$ cat config.mk
export PLATFORM = sky130hd
export DESIGN_NAME = uart_link_controller_flat
export DESIGN_NICKNAME = d
export VERILOG_FILES = /design/src/rtl/uart_link_pkg.sv /design/src/rtl/uart_link_if.sv /design/src/rtl/uart_byte_fifo.sv /design/src/rtl/uart_link_controller.sv /design/src/flat_wrapper.sv
export SDC_FILE = /design/constraint.sdc
export NUM_CORES = 1
export LEC_CHECK = 0
export BUFFER_PORTS_ARGS = -buffer_cell sky130_fd_sc_hd__buf_4
export CORE_MARGIN = 5
export CORE_UTILIZATION = 43
export CTS_CLUSTER_SIZE = 30
export DETAILED_ROUTE_END_ITERATION = 16
export PLACE_DENSITY_LB_ADDON = 0.05
export SLEW_MARGIN = 20
export SYNTH_ARGS = -nofsm -noshare
export SYNTH_HDL_FRONTEND = slang
export SYNTH_SLANG_ARGS = --single-unit
$ cat constraint.sdc
create_clock -name masterClock -period 5.8 [get_ports masterClock]
set_input_delay 0.87 -clock masterClock [delete_from_list [all_inputs] [get_ports masterClock]]
set_output_delay 0.87 -clock masterClock [all_outputs]
set_load 0.02 [all_outputs]
$ cat src/rtl/uart_link_pkg.sv
// Shared widths and FSM state encodings for the host-side UART link controller.
package uart_link_pkg;
  localparam int unsigned BYTE_W      = 8;
  localparam int unsigned SYNC_STAGES = 2;

  typedef enum logic [1:0] {
    TX_IDLE,
    TX_WAIT_START,
    TX_WAIT_DONE
  } tx_state_t;

  typedef enum logic {
    RX_IDLE,
    RX_WAIT_CLR
  } rx_state_t;
endpackage

$ cat src/rtl/uart_link_if.sv
// Host and UART parallel-interface signals of the link controller.
// master = controller view, slave = host/UART environment view.
interface uart_link_if;
  import uart_link_pkg::*;

  logic [BYTE_W-1:0] hostTxData;
  logic              hostTxValid;
  logic              hostTxReady;
  logic [BYTE_W-1:0] hostRxData;
  logic              hostRxValid;
  logic              hostRxReady;
  logic              clearErrors;
  logic              txTimeout;
  logic              rxDropped;
  logic              rxOverrun;
  logic [BYTE_W-1:0] uartTxData;
  logic              uartTxRequest;
  logic              uartTxActive;
  logic [BYTE_W-1:0] uartRxData;
  logic              uartDataRecv;
  logic              uartOverrun;
  logic              uartClearDR;

  modport master (
    input  hostTxData, hostTxValid, hostRxReady, clearErrors,
           uartTxActive, uartRxData, uartDataRecv, uartOverrun,
    output hostTxReady, hostRxData, hostRxValid, txTimeout, rxDropped, rxOverrun,
           uartTxData, uartTxRequest, uartClearDR
  );

  modport slave (
    output hostTxData, hostTxValid, hostRxReady, clearErrors,
           uartTxActive, uartRxData, uartDataRecv, uartOverrun,
    input  hostTxReady, hostRxData, hostRxValid, txTimeout, rxDropped, rxOverrun,
           uartTxData, uartTxRequest, uartClearDR
  );
endinterface

$ cat src/rtl/uart_byte_fifo.sv
// Byte FIFO with first-word fall-through; head reads as zero while empty.
module uart_byte_fifo
  import uart_link_pkg::*;
#(
  parameter int unsigned DEPTH = 16
) (
  input  logic              clk,
  input  logic              rst,
  input  logic              i_push,
  input  logic [BYTE_W-1:0] i_data,
  input  logic              i_pop,
  output logic [BYTE_W-1:0] o_data,
  output logic              o_full,
  output logic              o_empty
);
  localparam int unsigned AW = $clog2(DEPTH);
  localparam logic [AW:0] PTR_ONE = 1;

  logic [AW:0]       r_wptr;
  logic [AW:0]       r_rptr;
  logic [BYTE_W-1:0] r_mem [DEPTH];
  logic              w_pop_ok;
  logic              w_push_ok;

  assign o_empty   = (r_wptr == r_rptr);
  assign o_full    = (r_wptr[AW] != r_rptr[AW]) && (r_wptr[AW-1:0] == r_rptr[AW-1:0]);
  assign w_pop_ok  = i_pop & ~o_empty;
  // A pop in the same cycle frees the slot, so a push at full is still taken.
  assign w_push_ok = i_push & (~o_full | w_pop_ok);
  assign o_data    = o_empty ? '0 : r_mem[r_rptr[AW-1:0]];

  always_ff @(posedge clk or posedge rst) begin
    if (rst) begin
      r_wptr <= '0;
      r_rptr <= '0;
    end else begin
      if (w_push_ok) r_wptr <= r_wptr + PTR_ONE;
      if (w_pop_ok)  r_rptr <= r_rptr + PTR_ONE;
    end
  end

  always_ff @(posedge clk) begin
    if (w_push_ok) r_mem[r_wptr[AW-1:0]] <= i_data;
  end
endmodule

$ cat src/rtl/uart_link_controller.sv
// Host-side UART link: TX FIFO paced by txActive with ack timeout, RX capture
// acknowledged by clearDR into an RX FIFO, sticky error flags.
module uart_link_controller
  import uart_link_pkg::*;
#(
  parameter int unsigned FIFO_DEPTH  = 16,
  parameter int unsigned ACK_TIMEOUT = 4096
) (
  input logic        masterClock,
  input logic        reset,
  uart_link_if.master bus
);
  localparam int unsigned TW = $clog2(ACK_TIMEOUT + 1);

  logic [SYNC_STAGES-1:0] r_txActive_sync;
  logic [SYNC_STAGES-1:0] r_dataRecv_sync;
  logic [SYNC_STAGES-1:0] r_overrun_sync;
  logic w_txActive_s;
  logic w_dataRecv_s;
  logic w_overrun_s;

  tx_state_t         r_tx_state, w_tx_next;
  rx_state_t         r_rx_state, w_rx_next;
  logic [TW-1:0]     r_tx_timer;
  logic [BYTE_W-1:0] r_tx_data;
  logic              r_tx_req;
  logic              w_tx_pop;
  logic              w_tx_timeout;
  logic [BYTE_W-1:0] w_tx_head;
  logic              w_tx_full;
  logic              w_tx_empty;

  logic [BYTE_W-1:0] r_rx_byte;
  logic              r_rx_push;
  logic              r_clearDR;
  logic              w_rx_capture;
  logic              w_rx_drop;
  logic              w_rx_full;
  logic              w_rx_empty;

  logic r_txTimeout;
  logic r_rxDropped;
  logic r_rxOverrun;

  always_ff @(posedge masterClock or posedge reset) begin
    if (reset) begin
      r_txActive_sync <= '0;
      r_dataRecv_sync <= '0;
      r_overrun_sync  <= '0;
    end else begin
      r_txActive_sync <= {r_txActive_sync[SYNC_STAGES-2:0], bus.uartTxActive};
      r_dataRecv_sync <= {r_dataRecv_sync[SYNC_STAGES-2:0], bus.uartDataRecv};
      r_overrun_sync  <= {r_overrun_sync[SYNC_STAGES-2:0], bus.uartOverrun};
    end
  end

  assign w_txActive_s = r_txActive_sync[SYNC_STAGES-1];
  assign w_dataRecv_s = r_dataRecv_sync[SYNC_STAGES-1];
  assign w_overrun_s  = r_overrun_sync[SYNC_STAGES-1];

  uart_byte_fifo #(.DEPTH(FIFO_DEPTH)) u_tx_fifo (
    .clk     (masterClock),
    .rst     (reset),
    .i_push  (bus.hostTxValid),
    .i_data  (bus.hostTxData),
    .i_pop   (w_tx_pop),
    .o_data  (w_tx_head),
    .o_full  (w_tx_full),
    .o_empty (w_tx_empty)
  );

  uart_byte_fifo #(.DEPTH(FIFO_DEPTH)) u_rx_fifo (
    .clk     (masterClock),
    .rst     (reset),
    .i_push  (r_rx_push),
    .i_data  (r_rx_byte),
    .i_pop   (bus.hostRxReady),
    .o_data  (bus.hostRxData),
    .o_full  (w_rx_full),
    .o_empty (w_rx_empty)
  );

  always_comb begin
    w_tx_next    = r_tx_state;
    w_tx_pop     = 1'b0;
    w_tx_timeout = 1'b0;
    case (r_tx_state)
      TX_IDLE: if (!w_tx_empty) begin
        w_tx_pop  = 1'b1;
        w_tx_next = TX_WAIT_START;
      end
      TX_WAIT_START: begin
        if (w_txActive_s) begin
          w_tx_next = TX_WAIT_DONE;
        end else if (r_tx_timer == TW'(ACK_TIMEOUT)) begin
          w_tx_timeout = 1'b1;
          w_tx_next    = TX_IDLE;
        end
      end
      TX_WAIT_DONE: if (!w_txActive_s) w_tx_next = TX_IDLE;
      default: w_tx_next = TX_IDLE;
    endcase
  end

  always_comb begin
    w_rx_next    = r_rx_state;
    w_rx_capture = 1'b0;
    case (r_rx_state)
      RX_IDLE: if (w_dataRecv_s) begin
        w_rx_capture = 1'b1;
        w_rx_next    = RX_WAIT_CLR;
      end
      RX_WAIT_CLR: if (!w_dataRecv_s) w_rx_next = RX_IDLE;
      default: w_rx_next = RX_IDLE;
    endcase
  end

  // Fullness is judged at capture; only pops can occur before the staged push lands.
  assign w_rx_drop = w_rx_capture & w_rx_full;

  always_ff @(posedge masterClock or posedge reset) begin
    if (reset) begin
      r_tx_state  <= TX_IDLE;
      r_rx_state  <= RX_IDLE;
      r_tx_timer  <= '0;
      r_tx_data   <= '0;
      r_tx_req    <= 1'b0;
      r_rx_byte   <= '0;
      r_rx_push   <= 1'b0;
      r_clearDR   <= 1'b0;
      r_txTimeout <= 1'b0;
      r_rxDropped <= 1'b0;
      r_rxOverrun <= 1'b0;
    end else begin
      r_tx_state <= w_tx_next;
      r_rx_state <= w_rx_next;
      r_tx_req   <= w_tx_pop;
      if (w_tx_pop) begin
        r_tx_data  <= w_tx_head;
        r_tx_timer <= '0;
      end else if (r_tx_state == TX_WAIT_START && w_tx_next == TX_WAIT_START) begin
        r_tx_timer <= r_tx_timer + 1'b1;
      end
      r_clearDR <= w_rx_capture;
      r_rx_push <= w_rx_capture & ~w_rx_full;
      if (w_rx_capture) r_rx_byte <= bus.uartRxData;
      r_txTimeout <= w_tx_timeout | (r_txTimeout & ~bus.clearErrors);
      r_rxDropped <= w_rx_drop    | (r_rxDropped & ~bus.clearErrors);
      r_rxOverrun <= w_overrun_s  | (r_rxOverrun & ~bus.clearErrors);
    end
  end

  assign bus.hostTxReady   = ~w_tx_full;
  assign bus.hostRxValid   = ~w_rx_empty;
  assign bus.uartTxData    = r_tx_data;
  assign bus.uartTxRequest = r_tx_req;
  assign bus.uartClearDR   = r_clearDR;
  assign bus.txTimeout     = r_txTimeout;
  assign bus.rxDropped     = r_rxDropped;
  assign bus.rxOverrun     = r_rxOverrun;
endmodule
$ cat src/flat_wrapper.sv
// flat-port wrapper written by rule: the top's interface ports become plain ports
module uart_link_controller_flat import uart_link_pkg::*;
#(
  parameter int unsigned FIFO_DEPTH  = 16,
  parameter int unsigned ACK_TIMEOUT = 4096
)
  (masterClock, reset, bus_hostTxData, bus_hostTxValid, bus_hostRxReady, bus_clearErrors, bus_uartTxActive, bus_uartRxData, bus_uartDataRecv, bus_uartOverrun, bus_hostTxReady, bus_hostRxData, bus_hostRxValid, bus_txTimeout, bus_rxDropped, bus_rxOverrun, bus_uartTxData, bus_uartTxRequest, bus_uartClearDR);
  uart_link_if bus_i ();
  input logic masterClock;
  input logic reset;
  input wire logic [$bits(bus_i.hostTxData)-1:0] bus_hostTxData;
  input wire logic [$bits(bus_i.hostTxValid)-1:0] bus_hostTxValid;
  input wire logic [$bits(bus_i.hostRxReady)-1:0] bus_hostRxReady;
  input wire logic [$bits(bus_i.clearErrors)-1:0] bus_clearErrors;
  input wire logic [$bits(bus_i.uartTxActive)-1:0] bus_uartTxActive;
  input wire logic [$bits(bus_i.uartRxData)-1:0] bus_uartRxData;
  input wire logic [$bits(bus_i.uartDataRecv)-1:0] bus_uartDataRecv;
  input wire logic [$bits(bus_i.uartOverrun)-1:0] bus_uartOverrun;
  output wire logic [$bits(bus_i.hostTxReady)-1:0] bus_hostTxReady;
  output wire logic [$bits(bus_i.hostRxData)-1:0] bus_hostRxData;
  output wire logic [$bits(bus_i.hostRxValid)-1:0] bus_hostRxValid;
  output wire logic [$bits(bus_i.txTimeout)-1:0] bus_txTimeout;
  output wire logic [$bits(bus_i.rxDropped)-1:0] bus_rxDropped;
  output wire logic [$bits(bus_i.rxOverrun)-1:0] bus_rxOverrun;
  output wire logic [$bits(bus_i.uartTxData)-1:0] bus_uartTxData;
  output wire logic [$bits(bus_i.uartTxRequest)-1:0] bus_uartTxRequest;
  output wire logic [$bits(bus_i.uartClearDR)-1:0] bus_uartClearDR;
  assign bus_i.hostTxData = bus_hostTxData;
  assign bus_i.hostTxValid = bus_hostTxValid;
  assign bus_i.hostRxReady = bus_hostRxReady;
  assign bus_i.clearErrors = bus_clearErrors;
  assign bus_i.uartTxActive = bus_uartTxActive;
  assign bus_i.uartRxData = bus_uartRxData;
  assign bus_i.uartDataRecv = bus_uartDataRecv;
  assign bus_i.uartOverrun = bus_uartOverrun;
  assign bus_hostTxReady = bus_i.hostTxReady;
  assign bus_hostRxData = bus_i.hostRxData;
  assign bus_hostRxValid = bus_i.hostRxValid;
  assign bus_txTimeout = bus_i.txTimeout;
  assign bus_rxDropped = bus_i.rxDropped;
  assign bus_rxOverrun = bus_i.rxOverrun;
  assign bus_uartTxData = bus_i.uartTxData;
  assign bus_uartTxRequest = bus_i.uartTxRequest;
  assign bus_uartClearDR = bus_i.uartClearDR;
  uart_link_controller #(.FIFO_DEPTH(FIFO_DEPTH), .ACK_TIMEOUT(ACK_TIMEOUT)) u_core (.masterClock(masterClock), .reset(reset), .bus(bus_i));
endmodule
==> metrics.txt, run 1 <==
cell taking the most area after synthesis sky130_fd_sc_hd__edfxtp_1; critical path cell sequence mux4_1 -> mux4_2 -> and2_1 -> buf_4; status completed; synthesized instance count roughly 700; number of global-route vias before repair about 6700; async set-reset flop share out of synthesis between 20% and 30%; Worst Hold Class reg2reg; CORE AREA a little under 30000 um2; row cnt 63; CTS tree yes; Critical Path RT ~5 ns; number of buffers added by the clock tree synthesis step 35; clock share of power about 30%; final sum of negative setup slack 0 ns; signed area change from the synthesized netlist to the final layout 14.5%; part of the total power dissipated in sequential elements between 40% and 50%; postcts setup bufs 0; total congestion overflow 0; Routed wire per std cell between 20 and 25 um; final estimated routing congestion in global placement approximately 0.77; root buffer cell sky130_fd_sc_hd__clkbuf_16; Clock H-tree levels 2; portion of the post-synthesis area used by sequential elements between 70% and 80%; PortBufs between 40 and 50; Critical Path Sink Type output pin; share of the cycle needed by the critical path after routing 65.1%; pin count of the biggest net entering global routing 65; largest incremental delay on the critical path a little under 0.9 ns; global-route wire length before repair approximately 41000 um; worst reg2reg endpoint u_core.u_rx_fifo.r_mem[9][4]; die width 183 um; detailed placer's ending HPWL 16400 um; Critical Setup Path Class reg2out; Die H 183 um; crit path time final about 3.8 ns; via-per-instance ratio roughly 5.4; transition at the pin with the smallest max-transition slack about 1 ns; biggest fanout along the worst timing path 36; internal reg-to-reg setup slack around 2.7 ns; post-placement cell count between 1000 and 1500; post-CTS resize count 0; Post-Synthesis Cell Area around 13000 um2; combinational share of power around 28%; final number of setup-violating endpoints 0; signal arrival time at the worst endpoint ~2.9 ns; count of unique library cells instantiated by Yosys between 40 and 50; Detailed Routing Iterations Pass 1 5; worst hold path stage count 0; final design instance area without fill 14700 um2; Initial DRC Count approximately 420; P per Cell Area between 400 and 500 nW/um2; crit path max-delay cell type sky130_fd_sc_hd__dfrtp_4; number of warning messages in the yosys log 0; share of Yosys cell area claimed by the top area cell type approximately three fifths; hold violation count in the final report 0; crit path launch type flop; number of antenna diodes 0; via count 6289; clk slew on worst S/H paths roughly 0.06 ns; largest vdd supply drop 0.000343 V; IO Pins between 40 and 50; number of standard cells in the layout, taps in and fillers out around 1200; switching part of the total 30.6%; maximum clock insertion buffer count 3; unrepaired setup endpoints after global routing false; syn_nets approximately 730; share of final-layout standard cells stronger than drive strength 1 between 20% and 30%; reg2reg path depth 5; total power of the final layout 7300 uW; total length of routed wires 27000 um; mean post-synth cell area about 19 um2; later-pin clock latency in the skew report a little over 0.5 ns; hold-critical path endpoint u_core.r_overrun_sync[1]; largest cells by area after synthesis sky130_fd_sc_hd__edfxtp_1 60%, sky130_fd_sc_hd__dfrtp_1 12%, sky130_fd_sc_hd__mux4_2 8.0%; Initial Utilization between 40 and 50%; instance area after placement between 10000 and 15000 um2; start point of the worst hold path u_core.r_overrun_sync[0]; Pint a little over 5000 uW; leakage power summed over all cells 0.00518 uW; RR Startpoint u_core.u_rx_fifo.r_rptr[2]; utilization after layout 49.7%; number of nets with antenna violations after detailed routing 0; DRC violation count after routing 0; synthesized flop and latch total 320; worst-case clock skew approximately 0.02 ns; Global Route Usage Sum roughly 16%; hold buffer count at CTS 0; max-cap viol count 0; area of the die between 30000 and 40000 um2; net switching power around 2200 uW; commonest register cell after synthesis sky130_fd_sc_hd__edfxtp_1; number of enable flip-flop cells after synthesis 256; highest clock rate between 0.2 and 0.3 GHz; worst slew margin relative to its limit between 30% and 40%; number of antenna violations at the first check in global routing 0; number of nets in the layout 787; number of pins with negative max-slew slack in the final report 0; number of sinks driven by the clock tree 320
layout by cell type, fill, tap and decap left out, types with 4 or more instances in the layout:
cell type,instances
sky130_fd_sc_hd__a2111oi_0,8
sky130_fd_sc_hd__a211oi_1,8
sky130_fd_sc_hd__a21oi_1,20
sky130_fd_sc_hd__and2_1,10
sky130_fd_sc_hd__and3_1,19
sky130_fd_sc_hd__buf_4,57
sky130_fd_sc_hd__bufinv_16,4
sky130_fd_sc_hd__clkbuf_1,11
sky130_fd_sc_hd__clkbuf_16,35
sky130_fd_sc_hd__clkinv_2,7
sky130_fd_sc_hd__dfrtp_1,61
sky130_fd_sc_hd__edfxtp_1,256
sky130_fd_sc_hd__ha_1,12
sky130_fd_sc_hd__inv_1,14
sky130_fd_sc_hd__mux2_2,18
sky130_fd_sc_hd__mux2i_1,9
sky130_fd_sc_hd__mux4_1,18
sky130_fd_sc_hd__mux4_2,46
sky130_fd_sc_hd__nand2_1,20
sky130_fd_sc_hd__nand2b_1,4
sky130_fd_sc_hd__nand4_1,8
sky130_fd_sc_hd__nor2_1,28
sky130_fd_sc_hd__nor2b_1,18
sky130_fd_sc_hd__nor3_1,7
sky130_fd_sc_hd__o21ai_0,6
sky130_fd_sc_hd__or3_1,4
sky130_fd_sc_hd__xnor2_1,13
sky130_fd_sc_hd__xor2_1,22
cell usage after synthesis (2+ instances only):
cell type,n
sky130_fd_sc_hd__edfxtp_1,256
sky130_fd_sc_hd__dfrtp_1,64
sky130_fd_sc_hd__mux4_2,46
sky130_fd_sc_hd__nor2_1,31
sky130_fd_sc_hd__xor2_1,22
sky130_fd_sc_hd__a21oi_1,20
sky130_fd_sc_hd__nand2_1,20
sky130_fd_sc_hd__and3_1,19
sky130_fd_sc_hd__nor2b_1,19
sky130_fd_sc_hd__mux2_2,18
sky130_fd_sc_hd__mux4_1,18
sky130_fd_sc_hd__inv_1,15
sky130_fd_sc_hd__buf_2,13
sky130_fd_sc_hd__xnor2_1,13
sky130_fd_sc_hd__ha_1,12
sky130_fd_sc_hd__and2_1,10
sky130_fd_sc_hd__clkbuf_1,9
sky130_fd_sc_hd__mux2i_1,9
sky130_fd_sc_hd__a2111oi_0,8
sky130_fd_sc_hd__a211oi_1,8
sky130_fd_sc_hd__nand4_1,8
sky130_fd_sc_hd__nor3_1,7
sky130_fd_sc_hd__o21ai_0,6
sky130_fd_sc_hd__buf_4,4
sky130_fd_sc_hd__nand2b_1,4
sky130_fd_sc_hd__or3_1,4
sky130_fd_sc_hd__nand3_1,3
sky130_fd_sc_hd__a31oi_1,2
sky130_fd_sc_hd__buf_12,2
sky130_fd_sc_hd__clkbuf_2,2
sky130_fd_sc_hd__nor4_2,2
sky130_fd_sc_hd__nor4b_1,2
logic make-up after synthesis:
logic type	synth area share (%)
flip-flops	72.2
AND/OR/NAND/NOR	5.64
multiplexers	14.0
AO/OA/AOI/OAI	2.55
buffers and inverters	2.12
XOR/XNOR	2.38
adder cells (fa/ha/maj)	1.17
state kept, by name, indices dropped and copies added, names as in the netlist, 2 cells and up:
register	cells
u_core.r_dataRecv_sync	2
u_core.r_tx_timer	13
u_core.u_tx_fifo.r_mem	128
u_core.u_tx_fifo.r_wptr	5
u_core.u_rx_fifo.r_wptr	5
u_core.u_tx_fifo.r_rptr	5
u_core.r_rx_byte	8
u_core.r_tx_state	2
u_core.r_overrun_sync	2
u_core.u_rx_fifo.r_mem	128
u_core.bus.uartTxData	8
u_core.r_txActive_sync	2
u_core.u_rx_fifo.r_rptr	5
worst max-delay path, delay by kind of cell, from the launching register on:
family | cells | cell delay [ns]
multiplexers | 2 | 1.16
flip-flops | 1 | 0.87
AND/OR/NAND/NOR | 1 | 0.19
buffers and inverters | 1 | 0.15
power groups by stage:
stage                     sequential (uW)  clock, uW  combinational (uW)
after global routing                 3120       2340                2220
after floorplan                      2980          0                1580
after global placement               3110          0                2050
after detailed placement             3130          0                2080
final                                3070       2190                2040
after CTS                            3080       2250                2080
per-layer routing:
| layer | track usage [%] | vias up | wire length, um |
|---|---|---|---|
| met3 | 2.46 | 48 | 959 |
| met5 | 0 | - | 0 |
| met4 | 5.21 | 0 | 663 |
| met1 | 21.3 | 3278 | 11300 |
| li1 | - | 2844 | - |
| met2 | 28.6 | 119 | 14100 |
how the worst max path moves through the flow:
stage	startpoint	endpoint	slack, ns	cells after the start
after floorplan	u_core.u_rx_fifo.r_rptr[0]	bus_hostRxData[0]	3.09	5
after global placement	u_core.u_rx_fifo.r_rptr[0]	bus_hostRxData[2]	2.29	4
after detailed placement	u_core.u_rx_fifo.r_rptr[0]	bus_hostRxData[3]	2.25	4
after CTS	u_core.u_rx_fifo.r_rptr[0]	bus_hostRxData[3]	1.69	4
after global routing	u_core.u_rx_fifo.r_rptr[0]	bus_hostRxData[2]	1.91	4
final	u_core.u_rx_fifo.r_rptr[0]	bus_hostRxData[2]	2.03	4
through the flow:
stage	worst slack [ns]	hold slack (ns)
finish	2.03	0.358
CTS	1.69	0.365
floorplan	3.09	0.331
global placement	2.29	0.332
detailed placement	2.25	0.353
global route	1.91	0.375
layout make-up:
cell class,instances,area [um2]
multi-input cells,322,3340
clock buffers,48,945
fillers,2496,14900
clock inverters,16,193
inverters,15,56.3
flip-flops and latches,320,9300
well taps,390,488
repair buffers,57,428
Power figures use the tool's default switching activity.
==> run 2: changes to the inputs <==
==> constraint.sdc (replaced) <==
create_clock -name masterClock -period 3.82 [get_ports masterClock]
set_input_delay 0.573 -clock masterClock [delete_from_list [all_inputs] [get_ports masterClock]]
set_output_delay 0.573 -clock masterClock [all_outputs]
set_load 0.02 [all_outputs]
==> run 2 against run 1 <==
Die area unchanged. Largest power group unchanged. Critical path depth increased by 1. Sequential cell count unchanged. Highest routed layer unchanged. Sequential power increased by 47%. Critical endpoint is now bus_hostRxData[7]. Largest cell class unchanged.
==> metrics.txt, run 2 (synthesized netlist as in run 1, its figures left out) <==
clock share of power 28.6% (-1.4 points); utilization after layout 50.0% (+0.23 points); crit path launch type flop; area of the die 33500 um2 (unchanged); global routing's busiest layer met2; transition at the pin with the smallest max-transition slack 0.998 ns (-0.0250 ns); P per Cell Area 738 nW/um2 (+49%); Critical Path Sink Type output pin; number of antenna violations at the first check in global routing 0 (unchanged); highest clock rate between 0.3 and 0.4 GHz; postcts setup bufs 0 (unchanged); maximum clock insertion buffer count 3 (unchanged); net switching power 3350 uW (+49%); Worst Hold Class in2async; Clock H-tree levels 2 (unchanged); signal arrival time at the worst endpoint 2.70 ns (-0.20 ns); DRC violation count after routing 0 (unchanged); Critical Path RT 3.25 ns (-1.68 ns); highest-count cells in the layout ignoring fill and taps 256 x sky130_fd_sc_hd__edfxtp_1, 74 x sky130_fd_sc_hd__buf_4, 61 x sky130_fd_sc_hd__dfrtp_1; GR Layer Usage met1 21.4% (+0.12 points); number of buffers added by the clock tree synthesis step 35 (unchanged); worst slew margin relative to its limit 33.3% (+1.8 points); PortBufs 46 (unchanged); Critical Setup Path Class reg2out; number of pins with negative max-slew slack in the final report 0 (unchanged); Initial Utilization 43.4% (unchanged); biggest fanout along the worst timing path 14 (-61%); combinational share of power 30.0% (+2.1 points); Pint 7590 uW (+50%); die width 183 um (unchanged); share of final-layout standard cells stronger than drive strength 1 24.7% (+0.55 points); switching part of the total 30.6% (-0.031 points); pin count of the biggest net entering global routing 52 (-20%); largest vdd supply drop 0.000603 V (+76%); post-CTS resize count 0 (unchanged); max-cap viol count 0 (unchanged); number of global-route vias before repair 6689 (+0.54%); root buffer cell sky130_fd_sc_hd__clkbuf_16; Layout fillers 2520 (+0.96%); crit path time final about 3.3 ns; most frequent standard cell in the layout excluding fill and tap cells sky130_fd_sc_hd__edfxtp_1; part of the total power dissipated in sequential elements 41.4% (-0.7 points); number of standard cells in the layout, taps in and fillers out 1183 (+1.3%); total length of routed wires 26900 um (-0.36%); status completed; row cnt 63 (unchanged); CORE AREA 29600 um2 (unchanged); met2 global-route usage 29.2% (+0.58 points); Initial DRC Count 378 (-9.4%); via-per-instance ratio 5.27 (-2.0%); hold violation count in the final report 0 (unchanged); via count 6240 (-0.78%); clk slew on worst S/H paths 0.06 ns (about the same); final design instance area without fill 14800 um2 (+0.46%); IO Pins 47 (unchanged); post-placement cell count 1122 (+1.6%); Die H 183 um (unchanged); number of nets in the layout 805 (+2.3%); leakage power summed over all cells 0.00525 uW (+1.4%); hold buffer count at CTS 0 (unchanged); Routed wire per std cell 22.7 um (-1.6%); signed area change from the synthesized netlist to the final layout 15.0%; Detailed Routing Iterations Pass 1 4 (-1); detailed placer's ending HPWL 17300 um (+5.1%); final number of setup-violating endpoints 0 (unchanged); worst-case clock skew 0.00936 ns (-0.0112 ns); later-pin clock latency in the skew report 0.50 ns (about the same); CTS tree yes; final sum of negative setup slack 0 ns (unchanged); number of sinks driven by the clock tree 320 (unchanged); unrepaired setup endpoints after global routing false; number of nets with antenna violations after detailed routing 0 (unchanged); worst hold slack after final layout 0.0771 ns (-0.281 ns); number of antenna diodes 0 (unchanged); instance area after placement 13700 um2 (+1.0%); total congestion overflow 0 (unchanged); Global Route Usage Sum 16.4% (+0.026 points); global-route met3 utilization 2.44% (-0.020 points); final estimated routing congestion in global placement 0.792 (+2.4%); share of the cycle needed by the critical path after routing between 80% and 90%; global-route wire length before repair 41400 um (+0.23%)
## run 2: routing by layer
layer  up-vias  part of all wire, %
met1      3219                   42
met2       108                   53
met5         -                    0
met4         0                  1.7
li1       2877                    -
met3        36                  3.3
## run 2: layout make-up
class | count | area, um2 | area share [%]
clock buffer | 46 | 980 | 6.62
clock inverter | 15 | 90.1 | 0.608
inverter | 15 | 56.3 | 0.380
multi-input combinational | 322 | 3330 | 22.5
sequential | 320 | 9290 | 62.8
tap | 390 | 488 | 3.30
timing repair buffer | 75 | 576 | 3.89
## run 2: stage by stage
step / power (uW) / worst slack, ns
floorplan: 6920 / 1.41
global placement: 7900 / 0.911
detailed placement: 7950 / 0.869
CTS: 11100 / 0.482
global route: 11500 / 0.360
finish: 10900 / 0.545
## run 2: worst max-delay path, cell delays in order, from the launching register on
cell and delay [ns]:
sky130_fd_sc_hd__dfrtp_2 0.50, sky130_fd_sc_hd__buf_4 0.31, sky130_fd_sc_hd__mux4_1 0.60, sky130_fd_sc_hd__mux4_2 0.47
sky130_fd_sc_hd__and2_1 0.17, sky130_fd_sc_hd__buf_4 0.15
## run 2: worst paths after layout
path | slack [ns] | from | depth (start not counted) | end
max | 0.54 | u_core.u_rx_fifo.r_rptr[0] | 5 | bus_hostRxData[7]
min | 0.08 | reset | 2 | u_core.r_tx_timer[11]
max reg2reg | 0.97 | u_core.u_rx_fifo.r_rptr[1] | 7 | u_core.u_rx_fifo.r_mem[8][5]
min reg2reg | 0.36 | u_core.r_dataRecv_sync[0] | 0 | u_core.r_dataRecv_sync[1]
max in group asynchronous | 2.98 | reset | 3 | u_core.u_tx_fifo.r_rptr[2]
min in group masterClock | 0.18 | bus_uartTxActive | 1 | u_core.r_txActive_sync[0]
## run 2: power by group through the flow
stage                     registers (uW)  logic (uW)  clock network, uW
after floorplan                     4520        2390                  0
after global placement              4570        3330                  0
after detailed placement            4600        3360                  0
after CTS                           4530        3370               3220
after global routing                4570        3570               3360
final                               4520        3280               3130
